## src/rtl/decode_seq_pkg.sv

```systemverilog
// Shared definitions for the decode_seq instruction sequencer: state and opcode
// enums, accumulator-source encodings, the NOP constant and the decoded-field record.
package decode_seq_pkg;

   localparam int PC_W   = 8;
   localparam int INST_W = 9;
   localparam int ARG_W  = 5;
   localparam int CNT_W  = 16;

   typedef enum logic [2:0] {
      S_IDLE, S_FETCH, S_DECODE, S_EXEC, S_MEM, S_HALT
   } Seq_State;

   typedef enum logic [2:0] {
      SUB_NOP, SUB_LDI, SUB_MOVA, SUB_LD, SUB_ST, SUB_BZ, SUB_JMP, SUB_HALT
   } Sub_Ops;

   typedef enum logic [2:0] {
      ALU_ADD, ALU_SUB, ALU_AND, ALU_OR, ALU_XOR, ALU_SHL, ALU_SHR, ALU_PASS
   } ALU_Ops;

   localparam logic [1:0] ACC_SEL_ALU = 2'd0;
   localparam logic [1:0] ACC_SEL_IMM = 2'd1;
   localparam logic [1:0] ACC_SEL_MEM = 2'd2;

   localparam logic [INST_W-1:0] NOP_INST = {1'b1, SUB_NOP, 5'd0};

   typedef struct packed {
      ALU_Ops          op;
      logic [4:0]      rf_addr;
      logic [PC_W-1:0] imm;
      logic [1:0]      acc_sel;
      logic            acc_wr;
      logic            rf_wr;
      logic            is_mem;
      logic            is_st;
      logic            is_bz;
      logic            is_jmp;
      logic            is_halt;
      logic [PC_W-1:0] offs;
   } Dec_Fields;

   function automatic logic [PC_W-1:0] sext_arg(input logic [ARG_W-1:0] a);
      return {{(PC_W-ARG_W){a[ARG_W-1]}}, a};
   endfunction

endpackage

```

## src/rtl/decode_seq_if.sv

```systemverilog
// Instruction- and data-memory handshake bundle; master is the sequencer side.
interface decode_seq_if;
   import decode_seq_pkg::*;

   logic              imem_req;
   logic [PC_W-1:0]   imem_addr;
   logic              imem_ack;
   logic [INST_W-1:0] imem_data;
   logic              dmem_req;
   logic              dmem_we;
   logic              dmem_ack;

   modport master (output imem_req, imem_addr, dmem_req, dmem_we,
                   input  imem_ack, imem_data, dmem_ack);
   modport slave  (input  imem_req, imem_addr, dmem_req, dmem_we,
                   output imem_ack, imem_data, dmem_ack);
endinterface

```

## src/rtl/decode_seq_inst_decode.sv

```systemverilog
// Purely combinational split of a 9-bit instruction into datapath control fields.
module inst_decode
   import decode_seq_pkg::*;
(
   input  logic [INST_W-1:0] i_inst,
   output Dec_Fields         o_dec
);

   logic [ARG_W-1:0] w_arg;
   assign w_arg = i_inst[ARG_W-1:0];

   always_comb begin
      o_dec = '0;
      if (!i_inst[8]) begin
         o_dec.op      = ALU_Ops'(i_inst[7:5]);
         o_dec.rf_addr = w_arg;
         o_dec.acc_wr  = 1'b1;
         o_dec.acc_sel = ACC_SEL_ALU;
      end else begin
         case (Sub_Ops'(i_inst[7:5]))
            SUB_LDI: begin
               o_dec.imm     = {{(PC_W-ARG_W){1'b0}}, w_arg};
               o_dec.acc_wr  = 1'b1;
               o_dec.acc_sel = ACC_SEL_IMM;
            end
            SUB_MOVA: begin
               o_dec.rf_addr = w_arg;
               o_dec.rf_wr   = 1'b1;
            end
            SUB_LD: begin
               o_dec.rf_addr = w_arg;
               o_dec.is_mem  = 1'b1;
               o_dec.acc_sel = ACC_SEL_MEM;
            end
            SUB_ST: begin
               o_dec.rf_addr = w_arg;
               o_dec.is_mem  = 1'b1;
               o_dec.is_st   = 1'b1;
            end
            SUB_BZ: begin
               o_dec.is_bz = 1'b1;
               o_dec.offs  = sext_arg(w_arg);
            end
            SUB_JMP: begin
               o_dec.is_jmp = 1'b1;
               o_dec.offs   = sext_arg(w_arg);
            end
            SUB_HALT: o_dec.is_halt = 1'b1;
            default:  ;
         endcase
      end
   end

endmodule

```

## src/rtl/decode_seq.sv

```systemverilog
// decode_seq: FETCH/DECODE/EXEC/MEM sequencer driving an accumulator datapath.
// Define CYCLE_COUNT_EN to build the saturating busy-cycle counter on cycle_cnt.
module decode_seq
   import decode_seq_pkg::*;
(
   input  logic              clk,
   input  logic              reset,
   input  logic              start,
   decode_seq_if.master      bus,
   input  logic [PC_W-1:0]   acc_in,
   output logic [2:0]        op_ctrl,
   output logic [4:0]        rf_addr,
   output logic              rf_we,
   output logic              acc_we,
   output logic [1:0]        acc_sel,
   output logic [PC_W-1:0]   imm_out,
   output logic [PC_W-1:0]   pc,
   output logic              halted,
   output logic [CNT_W-1:0]  cycle_cnt
);

   Seq_State          r_state;
   logic [PC_W-1:0]   r_pc;
   logic              r_halted;
   logic [INST_W-1:0] r_inst;
   logic              r_imem_req, r_dmem_req, r_dmem_we;
   logic              r_acc_we, r_rf_we;
   ALU_Ops            r_op;
   logic [4:0]        r_rf_addr;
   logic [1:0]        r_acc_sel;
   logic [PC_W-1:0]   r_imm, r_offs;
   logic              r_is_mem, r_is_st, r_is_bz, r_is_jmp, r_is_halt;

   Dec_Fields         w_dec;
   logic              w_take;
   logic [PC_W-1:0]   w_pc_next;

   inst_decode u_dec (.i_inst(r_inst), .o_dec(w_dec));

   assign w_take    = r_is_jmp | (r_is_bz & (acc_in == '0));
   assign w_pc_next = w_take ? r_pc + r_offs : r_pc + 1'b1;

   always_ff @(posedge clk or posedge reset) begin
      if (reset) begin
         r_state    <= S_IDLE;
         r_pc       <= '0;
         r_halted   <= 1'b0;
         r_inst     <= NOP_INST;
         r_imem_req <= 1'b0;
         r_dmem_req <= 1'b0;
         r_dmem_we  <= 1'b0;
         r_acc_we   <= 1'b0;
         r_rf_we    <= 1'b0;
         r_op       <= ALU_ADD;
         r_rf_addr  <= '0;
         r_acc_sel  <= '0;
         r_imm      <= '0;
         r_offs     <= '0;
         r_is_mem   <= 1'b0;
         r_is_st    <= 1'b0;
         r_is_bz    <= 1'b0;
         r_is_jmp   <= 1'b0;
         r_is_halt  <= 1'b0;
      end else begin
         r_acc_we <= 1'b0;
         r_rf_we  <= 1'b0;
         case (r_state)
            S_IDLE, S_HALT: begin
               if (start) begin
                  r_state    <= S_FETCH;
                  r_pc       <= '0;
                  r_halted   <= 1'b0;
                  r_imem_req <= 1'b1;
               end
            end
            S_FETCH: begin
               if (bus.imem_ack) begin
                  r_inst     <= bus.imem_data;
                  r_imem_req <= 1'b0;
                  r_state    <= S_DECODE;
               end
            end
            S_DECODE: begin
               r_op      <= w_dec.op;
               r_rf_addr <= w_dec.rf_addr;
               r_imm     <= w_dec.imm;
               r_acc_sel <= w_dec.acc_sel;
               r_offs    <= w_dec.offs;
               r_is_mem  <= w_dec.is_mem;
               r_is_st   <= w_dec.is_st;
               r_is_bz   <= w_dec.is_bz;
               r_is_jmp  <= w_dec.is_jmp;
               r_is_halt <= w_dec.is_halt;
               r_acc_we  <= w_dec.acc_wr;
               r_rf_we   <= w_dec.rf_wr;
               r_state   <= S_EXEC;
            end
            S_EXEC: begin
               if (r_is_halt) begin
                  r_state  <= S_HALT;
                  r_halted <= 1'b1;
               end else if (r_is_mem) begin
                  r_state    <= S_MEM;
                  r_dmem_req <= 1'b1;
                  r_dmem_we  <= r_is_st;
               end else begin
                  r_pc       <= w_pc_next;
                  r_state    <= S_FETCH;
                  r_imem_req <= 1'b1;
               end
            end
            S_MEM: begin
               if (bus.dmem_ack) begin
                  r_dmem_req <= 1'b0;
                  r_dmem_we  <= 1'b0;
                  r_pc       <= r_pc + 1'b1;
                  r_state    <= S_FETCH;
                  r_imem_req <= 1'b1;
               end
            end
            default: r_state <= S_IDLE;
         endcase
      end
   end

   // A load writes the accumulator in the very cycle the data memory acknowledges.
   assign acc_we        = r_acc_we | ((r_state == S_MEM) & r_is_mem & ~r_is_st & bus.dmem_ack);
   assign rf_we         = r_rf_we;
   assign op_ctrl       = r_op;
   assign rf_addr       = r_rf_addr;
   assign acc_sel       = r_acc_sel;
   assign imm_out       = r_imm;
   assign pc            = r_pc;
   assign halted        = r_halted;
   assign bus.imem_req  = r_imem_req;
   assign bus.imem_addr = r_pc;
   assign bus.dmem_req  = r_dmem_req;
   assign bus.dmem_we   = r_dmem_we;

`ifdef CYCLE_COUNT_EN
   logic [CNT_W-1:0] r_cycle_cnt;

   always_ff @(posedge clk or posedge reset) begin
      if (reset) begin
         r_cycle_cnt <= '0;
      end else if (r_state == S_IDLE || r_state == S_HALT) begin
         if (start) r_cycle_cnt <= '0;
      end else if (r_cycle_cnt != '1) begin
         r_cycle_cnt <= r_cycle_cnt + 1'b1;
      end
   end

   assign cycle_cnt = r_cycle_cnt;
`else
   assign cycle_cnt = '0;
`endif

endmodule

```

## src/flat_wrapper.sv

```systemverilog
// flat-port wrapper written by rule: the top's interface ports become plain ports
module decode_seq_flat import decode_seq_pkg::*;
  (clk, reset, start, acc_in, op_ctrl, rf_addr, rf_we, acc_we, acc_sel, imm_out, pc, halted, cycle_cnt, bus_imem_req, bus_imem_addr, bus_dmem_req, bus_dmem_we, bus_imem_ack, bus_imem_data, bus_dmem_ack);
  decode_seq_if bus_i ();
  input  logic clk;
  input  logic reset;
  input  logic start;
  input  logic [PC_W-1:0] acc_in;
  output logic [2:0] op_ctrl;
  output logic [4:0] rf_addr;
  output logic rf_we;
  output logic acc_we;
  output logic [1:0] acc_sel;
  output logic [PC_W-1:0] imm_out;
  output logic [PC_W-1:0] pc;
  output logic halted;
  output logic [CNT_W-1:0] cycle_cnt;
  output wire logic [$bits(bus_i.imem_req)-1:0] bus_imem_req;
  output wire logic [$bits(bus_i.imem_addr)-1:0] bus_imem_addr;
  output wire logic [$bits(bus_i.dmem_req)-1:0] bus_dmem_req;
  output wire logic [$bits(bus_i.dmem_we)-1:0] bus_dmem_we;
  input wire logic [$bits(bus_i.imem_ack)-1:0] bus_imem_ack;
  input wire logic [$bits(bus_i.imem_data)-1:0] bus_imem_data;
  input wire logic [$bits(bus_i.dmem_ack)-1:0] bus_dmem_ack;
  assign bus_imem_req = bus_i.imem_req;
  assign bus_imem_addr = bus_i.imem_addr;
  assign bus_dmem_req = bus_i.dmem_req;
  assign bus_dmem_we = bus_i.dmem_we;
  assign bus_i.imem_ack = bus_imem_ack;
  assign bus_i.imem_data = bus_imem_data;
  assign bus_i.dmem_ack = bus_dmem_ack;
  decode_seq u_core (.clk(clk), .reset(reset), .start(start), .bus(bus_i), .acc_in(acc_in), .op_ctrl(op_ctrl), .rf_addr(rf_addr), .rf_we(rf_we), .acc_we(acc_we), .acc_sel(acc_sel), .imm_out(imm_out), .pc(pc), .halted(halted), .cycle_cnt(cycle_cnt));
endmodule
```

## config.mk

```make
export PLATFORM = sky130hd
export DESIGN_NAME = decode_seq_flat
export DESIGN_NICKNAME = d
export VERILOG_FILES = /design/src/rtl/decode_seq_pkg.sv /design/src/rtl/decode_seq_if.sv /design/src/rtl/decode_seq_inst_decode.sv /design/src/rtl/decode_seq.sv /design/src/flat_wrapper.sv
export SDC_FILE = /design/constraint.sdc
export NUM_CORES = 1
export LEC_CHECK = 0
export ABC_AREA = 1
export CAP_MARGIN = 0
export CORE_MARGIN = 2
export CORE_UTILIZATION = 55
export DETAILED_ROUTE_END_ITERATION = 12
export HOLD_SLACK_MARGIN = 0.05
export PLACE_DENSITY = 0.9
export SLEW_MARGIN = 20
export SYNTH_ARGS = -nofsm -noshare
export SYNTH_HDL_FRONTEND = slang
export SYNTH_HIERARCHICAL = 1
export SYNTH_SLANG_ARGS = --single-unit
```

## constraint.sdc

```tcl
create_clock -name clk -period 5.8 [get_ports clk]
set_input_delay 1.45 -clock clk [delete_from_list [all_inputs] [get_ports clk]]
set_output_delay 1.45 -clock clk [all_outputs]
set_load 0.1 [all_outputs]
```

==> results by group, run 1 <==
Status
  • Status: complete, no violations

Finish
  • Antenna diode count: 0
  • Design area: approximately 4200 µm²
  • Seq. cell area: between 1000 and 1500 µm²
  • Layout cell share with drive strength beyond 1: 0.0761
  • Multi-input logic area: between 1500 and 2000 µm²
  • Final #Nets: between 500 and 600
  • Layout area overhead: 19.7%
  • Fillers: roughly 540

Synthesis
  • Synthesized instance count: ~480
  • Simple-gate share of the synthesized area: 0.311
  • Post-synth cell types: 37
  • Multiplexer share of the synthesized area: 0.0290
  • Largest family of logic cells by synthesized area: simple AND/OR/NAND/NOR gates
  • Post-Synth XOR/XNOR Area: 0.0125
  • Top cells by area, synth: dfrtp_1 (40%), nand2_1 (18%), buf_4 (6.7%)
  • Syn avg cell area: a little over 7 µm²
  • Synth area leader: dfrtp_1
  • Sequential-to-total area share from yosys stat: 0.409
  • Mapped cell area: around 3500 µm²
  • Post-synthesis sequential element count: 57
  • Synthesized-area fraction occupied by adder cells: 0.0344
  • Synth top area share: 0.401
  • Synth Area in Compound Gates: 0.0548
  • Synth Warn #: 6

Route
  • Drt wl/cell: approximately 12 µm
  • Via density: between 5 and 6
  • Total wire length: roughly 7600 µm
  • Via count: 3107
  • DRT iter0 DRCs: between 200 and 250
  • DRC: 0
  • Drt pass-1 iters: 5
  • Final ANT Viol Nets: 0

Timing
  • Final Hold Slack: roughly 0.47 ns
  • Slew headroom: 0.325
  • Tmin final: 4.00 ns
  • RSZ-0062 raised after global routing: false
  • Fin crit share: 0.690
  • Final setup violation count: 0
  • Slew @ Worst Pin: approximately 1.0 ns
  • Clock Skews: ~0.0086 ns
  • TNS Setup: 0 ns
  • Final hold violation count: 0
  • Slew Viols, Final: 0
  • Max Fclk: roughly 250 MHz

Clock network
  • Hold Buf Count CTS: 0
  • Max Buffers Root-to-Sink: 2
  • Clock Root Buffer: clkbuf_8
  • Total CTS buffers: 9
  • Post_cts resized: 0
  • CTS sink count: between 50 and 60
  • Clock transition at path regs: 0.06 ns
  • H-Tree Depth: 3
  • Clock latency on the worst-skew pair: ~0.34 ns
  • CTS tree: done
  • Postcts setup bufs: 0

Critical path
  • Critical-path maximum fanout: 2
  • Worst setup EP type: output pin
  • Worst setup path startpoint: bus_dmem_ack
  • CP delay by family, top: buffers and inverters
  • FF-to-FF Start: u_core/r_state[0]
  • Cell depth of the worst setup path: 4
  • Worst path max stage delay: slightly below 0.5 ns
  • CP max stage cell: clkdlybuf4s50_1
  • Number of buffers and inverters on the critical path: 2
  • Startpoint types: input port
  • R2R depth: 7
  • Critical R2R Capture: u_core/bus.imem_addr[1]
  • Setup CP Type: in2out
  • Data required, critical path: roughly 4.4 ns
  • Data arrival time of the critical path: 2.55 ns
  • Crit path to: acc_we
  • Flop2flop setup slack: 3.80 ns
  • Crit-path cells: clkdlybuf4s50_1, nand3_1, o21bai_1, buf_4

Global routing
  • All-Layer GR Usage: 0.230
  • First-pass GRT wire length: 13200 µm
  • Vias in the first global route: between 3000 and 4000
  • GRT overflow: 0
  • Pin count of the biggest net entering global routing: 58
  • Initial antenna violation count: 0

Die
  • Die area: around 7000 µm²
  • Die height: between 80 and 90 µm
  • Initial core utilization: 0.560
  • Std cell rows: 29
  • I/O pin total: a little under 80
  • Core outline area: approximately 6200 µm²
  • Die width: between 80 and 90 µm

Hold path
  • Hold path start: u_core/imm_out[1]
  • Hold path cells: 2
  • Worst hold path class: reg2reg

Placement
  • Final HPWL DP: around 5500 µm
  • Placed Area: 4010 µm²
  • Port-buffer cells: 61
  • GPL Wtd Cong: 0.902

Job
  • Max Cap Viol: 0
worst min-delay path by stage:
stage | endpoint | slack (ns)
global placement | u_core/imm_out[3] | 0.46
detailed placement | u_core/imm_out[7] | 0.46
CTS | u_core/imm_out[1] | 0.48
floorplan | u_core/r_is_bz | 0.44
global route | u_core/imm_out[7] | 0.50
finish | u_core/imm_out[1] | 0.47
cells by family (layout without fill, tap and decap cells):
family,after synthesis,in the layout
other,2,19
flip-flops,57,57
multiplexers,9,9
AO/OA/AOI/OAI,31,31
XOR/XNOR,5,5
buffers and inverters,103,143
adder cells (fa/ha/maj),9,9
AND/OR/NAND/NOR,266,266
worst register-to-register path: stages, from the launching register on:
cell,delay (ns)
dfrtp_1,0.44
inv_1,0.16
nand3_1,0.39
nor2_1,0.29
inv_1,0.10
nand3_2,0.26
nand2_1,0.11
a21boi_1,0.14
final cells by class:
type | instances | share of cell area
clock inverter | 3 | 0.00359
clock buffer | 13 | 0.0380
inverter | 64 | 0.0574
tap | 77 | 0.0230
sequential | 57 | 0.341
multi-input combinational | 339 | 0.388
timing repair buffer | 63 | 0.149
stage by stage:
step / util / std cells / setup slack [ns]
after floorplan: - / 499 / 1.41
after global placement: 0.642 / 600 / 1.89
after detailed placement: 0.642 / 600 / 1.81
after CTS: 0.670 / 616 / 1.80
after global routing: 0.670 / 616 / 1.76
final: 0.670 / 616 / 1.80
cell usage in the layout, fill, tap and decap left out, types with 5 or more instances in the layout:
cell / instances
nand3_1: 29
dfrtp_1: 56
clkdlybuf4s50_1: 60
mux2_2: 9
conb_1: 19
a21boi_1: 5
o21ai_0: 11
inv_1: 60
clkbuf_8: 11
a21oi_1: 7
nand2_1: 166
ha_1: 8
nor2_1: 58
routing by layer:
metal / vias up / global-route usage / part of all wire
met2: 116 / 0.397 / 0.51
met4: 0 / 0.0938 / 0.015
met1: 1444 / 0.269 / 0.41
met3: 11 / 0.0633 / 0.063
li1: 1536 / - / -
met5: - / 0 / 0
state kept, by name, indices dropped and copies added, names as in the netlist, 2 cells and up:
name                  flops
u_core/imm_out            8
u_core/bus.imem_addr      8
u_core/r_state            3
u_core/r_inst             9
u_core/acc_sel            2
u_core/op_ctrl            3
u_core/rf_addr            5
u_core/r_offs             8
cells in the mapped netlist:
cell type  instances
nand2_1          166
inv_1             61
nor2_1            58
dfrtp_1           56
buf_4             31
nand3_1           29
o21ai_0           11
mux2_2             9
ha_1               8
a21oi_1            7
a21boi_1           5
clkbuf_1           4
buf_2              3
nand4_1            3
nor2_2             3
xor2_1             3
conb_1             2
inv_2              2
nand3_2            2
xnor2_1            2
a21boi_0           1
buf_6              1
clkinv_1           1
dfstp_2            1
fa_1               1
nand2_2            1
nand2_4            1
nor2_4             1
nor3_1             1
nor3_2             1
o211ai_1           1
o21a_1             1
o21ai_2            1
o21bai_1           1
o21bai_2           1
o22ai_1            1
o31ai_1            1
Power of run 1 is not shown: default switching activity piles up to over one toggle a cycle in this logic, so the estimate is an artifact.
==> run 2, diff against run 1 <==
- CORE_UTILIZATION: 55 -> 46
- PLACE_DENSITY: 0.9 -> 0.81
- clock period: 5.8 -> 3.47 ns (I/O delays scaled with it)
==> results by group, run 2 (synthesized netlist as in run 1, its figures left out) <==
Die
  • Die area: 8310 µm²
  • I/O pin total: 78
  • Die width: about 90 µm
  • Std cell rows: 31
  • Die height: just over 90 µm
  • Core outline area: between 7000 and 8000 µm²
  • Initial core utilization: 0.479

Finish
  • Max reg flops: 9
  • Commonest non-fill, non-tap cell in the layout: nand2_1
  • Most frequent cells in the layout: nand2_1 (166), inv_1 (60), nor2_1 (58), dfrtp_1 (56), buf_4 (42)
  • Layout cell share with drive strength beyond 1: 0.154
  • Antenna diode count: 0
  • Seq. cell area: ~1400 µm²
  • Largest Register: u_core/r_inst
  • Final #Nets: ~570
  • Multi-input logic area: ~1600 µm²
  • Layout area overhead: 19.8%
  • Final core occ: 0.574
  • Design area: about 4200 µm²
  • Fillers: ~700

Hold path
  • Hold Path End: u_core/r_offs[3]
  • Hold path cells: 2
  • Hold path start: u_core/r_offs[3]
  • Worst hold path class: reg2reg

Clock network
  • Hold Buf Count CTS: 0
  • CTS sink count: 57
  • Total CTS buffers: 9
  • Max Buffers Root-to-Sink: 2
  • Clock latency on the worst-skew pair: 0.35 ns
  • Postcts setup bufs: 0
  • Post_cts resized: 0
  • H-Tree Depth: 3
  • Clock Root Buffer: clkbuf_8
  • Clock transition at path regs: ~0.070 ns
  • CTS tree: done

Critical path
  • Setup CP Type: reg2out
  • Data required, critical path: around 2.6 ns
  • R2R depth: 7
  • CP delay by family, top: flip-flops
  • Worst setup EP type: output pin
  • CP max stage cell: dfrtp_1
  • Cell depth of the worst setup path: 4
  • Critical R2R Capture: u_core/bus.imem_addr[4]
  • Data arrival time of the critical path: between 1.5 and 2 ns
  • Worst path max stage delay: between 0.4 and 0.5 ns
  • Startpoint types: flop
  • Crit-path cells: inv_1, nand3_1, o21bai_1, buf_12
  • Critical-path maximum fanout: 12
  • FF-to-FF Start: u_core/r_state[1]
  • Number of buffers and inverters on the critical path: 2
  • Flop2flop setup slack: about 1.4 ns

Timing
  • Tmin final: between 2 and 3 ns
  • Fin crit share: 0.822
  • TNS Setup: 0 ns
  • RSZ-0062 raised after global routing: false
  • Slew Viols, Final: 0
  • Clock Skews: 0.0120 ns
  • Slew headroom: 0.414
  • Final setup violation count: 0
  • Max Fclk: 351 MHz
  • Final hold violation count: 0
  • Slew @ Worst Pin: between 0.8 and 0.9 ns

Global routing
  • Pin count of the biggest net entering global routing: 42
  • GRT overflow: 0
  • All-Layer GR Usage: 0.198
  • Vias in the first global route: about 3000
  • Initial antenna violation count: 0
  • First-pass GRT wire length: between 10000 and 15000 µm

Placement
  • Placed Area: ~4000 µm²
  • GPL Wtd Cong: about 0.8
  • Port-buffer cells: slightly above 60
  • Final HPWL DP: 5670 µm

Route
  • Via density: around 4.8
  • Final ANT Viol Nets: 0
  • Total wire length: 7790 µm
  • DRT iter0 DRCs: 162
  • Via count: a little over 3000
  • Drt pass-1 iters: 5
  • DRC: 0
  • Drt wl/cell: roughly 12 µm

Status
  • Status: complete, no violations

Job
  • Max Cap Viol: 0
-- run 2: cell types whose count changed in the layout (fill, tap and decap cells not counted), sizes merged --
cell	before	now
clkdlybuf4s50	60	21
bufinv	0	2
clkbuf	13	10
clkinv	4	3
inv	63	64
clkinvlp	0	1
buf	3	43
-- run 2: metrics by stage --
stage / hold slack, ns / worst slack (ns) / std cells
6_report: 0.479 / 0.619 / 639
4_1_cts: 0.480 / 0.629 / 639
2_1_floorplan: 0.443 / 0.247 / 499
5_1_grt: 0.501 / 0.554 / 639
3_3_place_gp: 0.459 / 0.729 / 623
3_5_place_dp: 0.463 / 0.716 / 623
-- run 2: worst max path at each step --
stage	start	end
final	u_core/r_state[1]	acc_we
after global routing	u_core/r_state[1]	acc_we
after CTS	u_core/r_state[1]	acc_we
after detailed placement	bus_dmem_ack	acc_we
after global placement	bus_dmem_ack	acc_we
after floorplan	bus_dmem_ack	acc_we
-- run 2: layout make-up --
class,instances,share of cell area
well taps,99,0.0296
inverters,64,0.0574
repair buffers,64,0.130
multi-input cells,339,0.387
flip-flops and latches,57,0.341
clock buffers,10,0.0329
clock inverters,6,0.0215
-- run 2: per-layer routing --
layer	GRT usage	wire length, µm
met1	0.225	3220
met4	0.0644	78
met5	0	0
met2	0.357	4000
met3	0.0564	489
-- run 2: worst min-delay path, cell delays in order (launching register included) --
cell	delay (ns)
dfrtp_1	0.35
nand2_1	0.05
nand2_1	0.05
Power of run 2 is left out for the same reason.
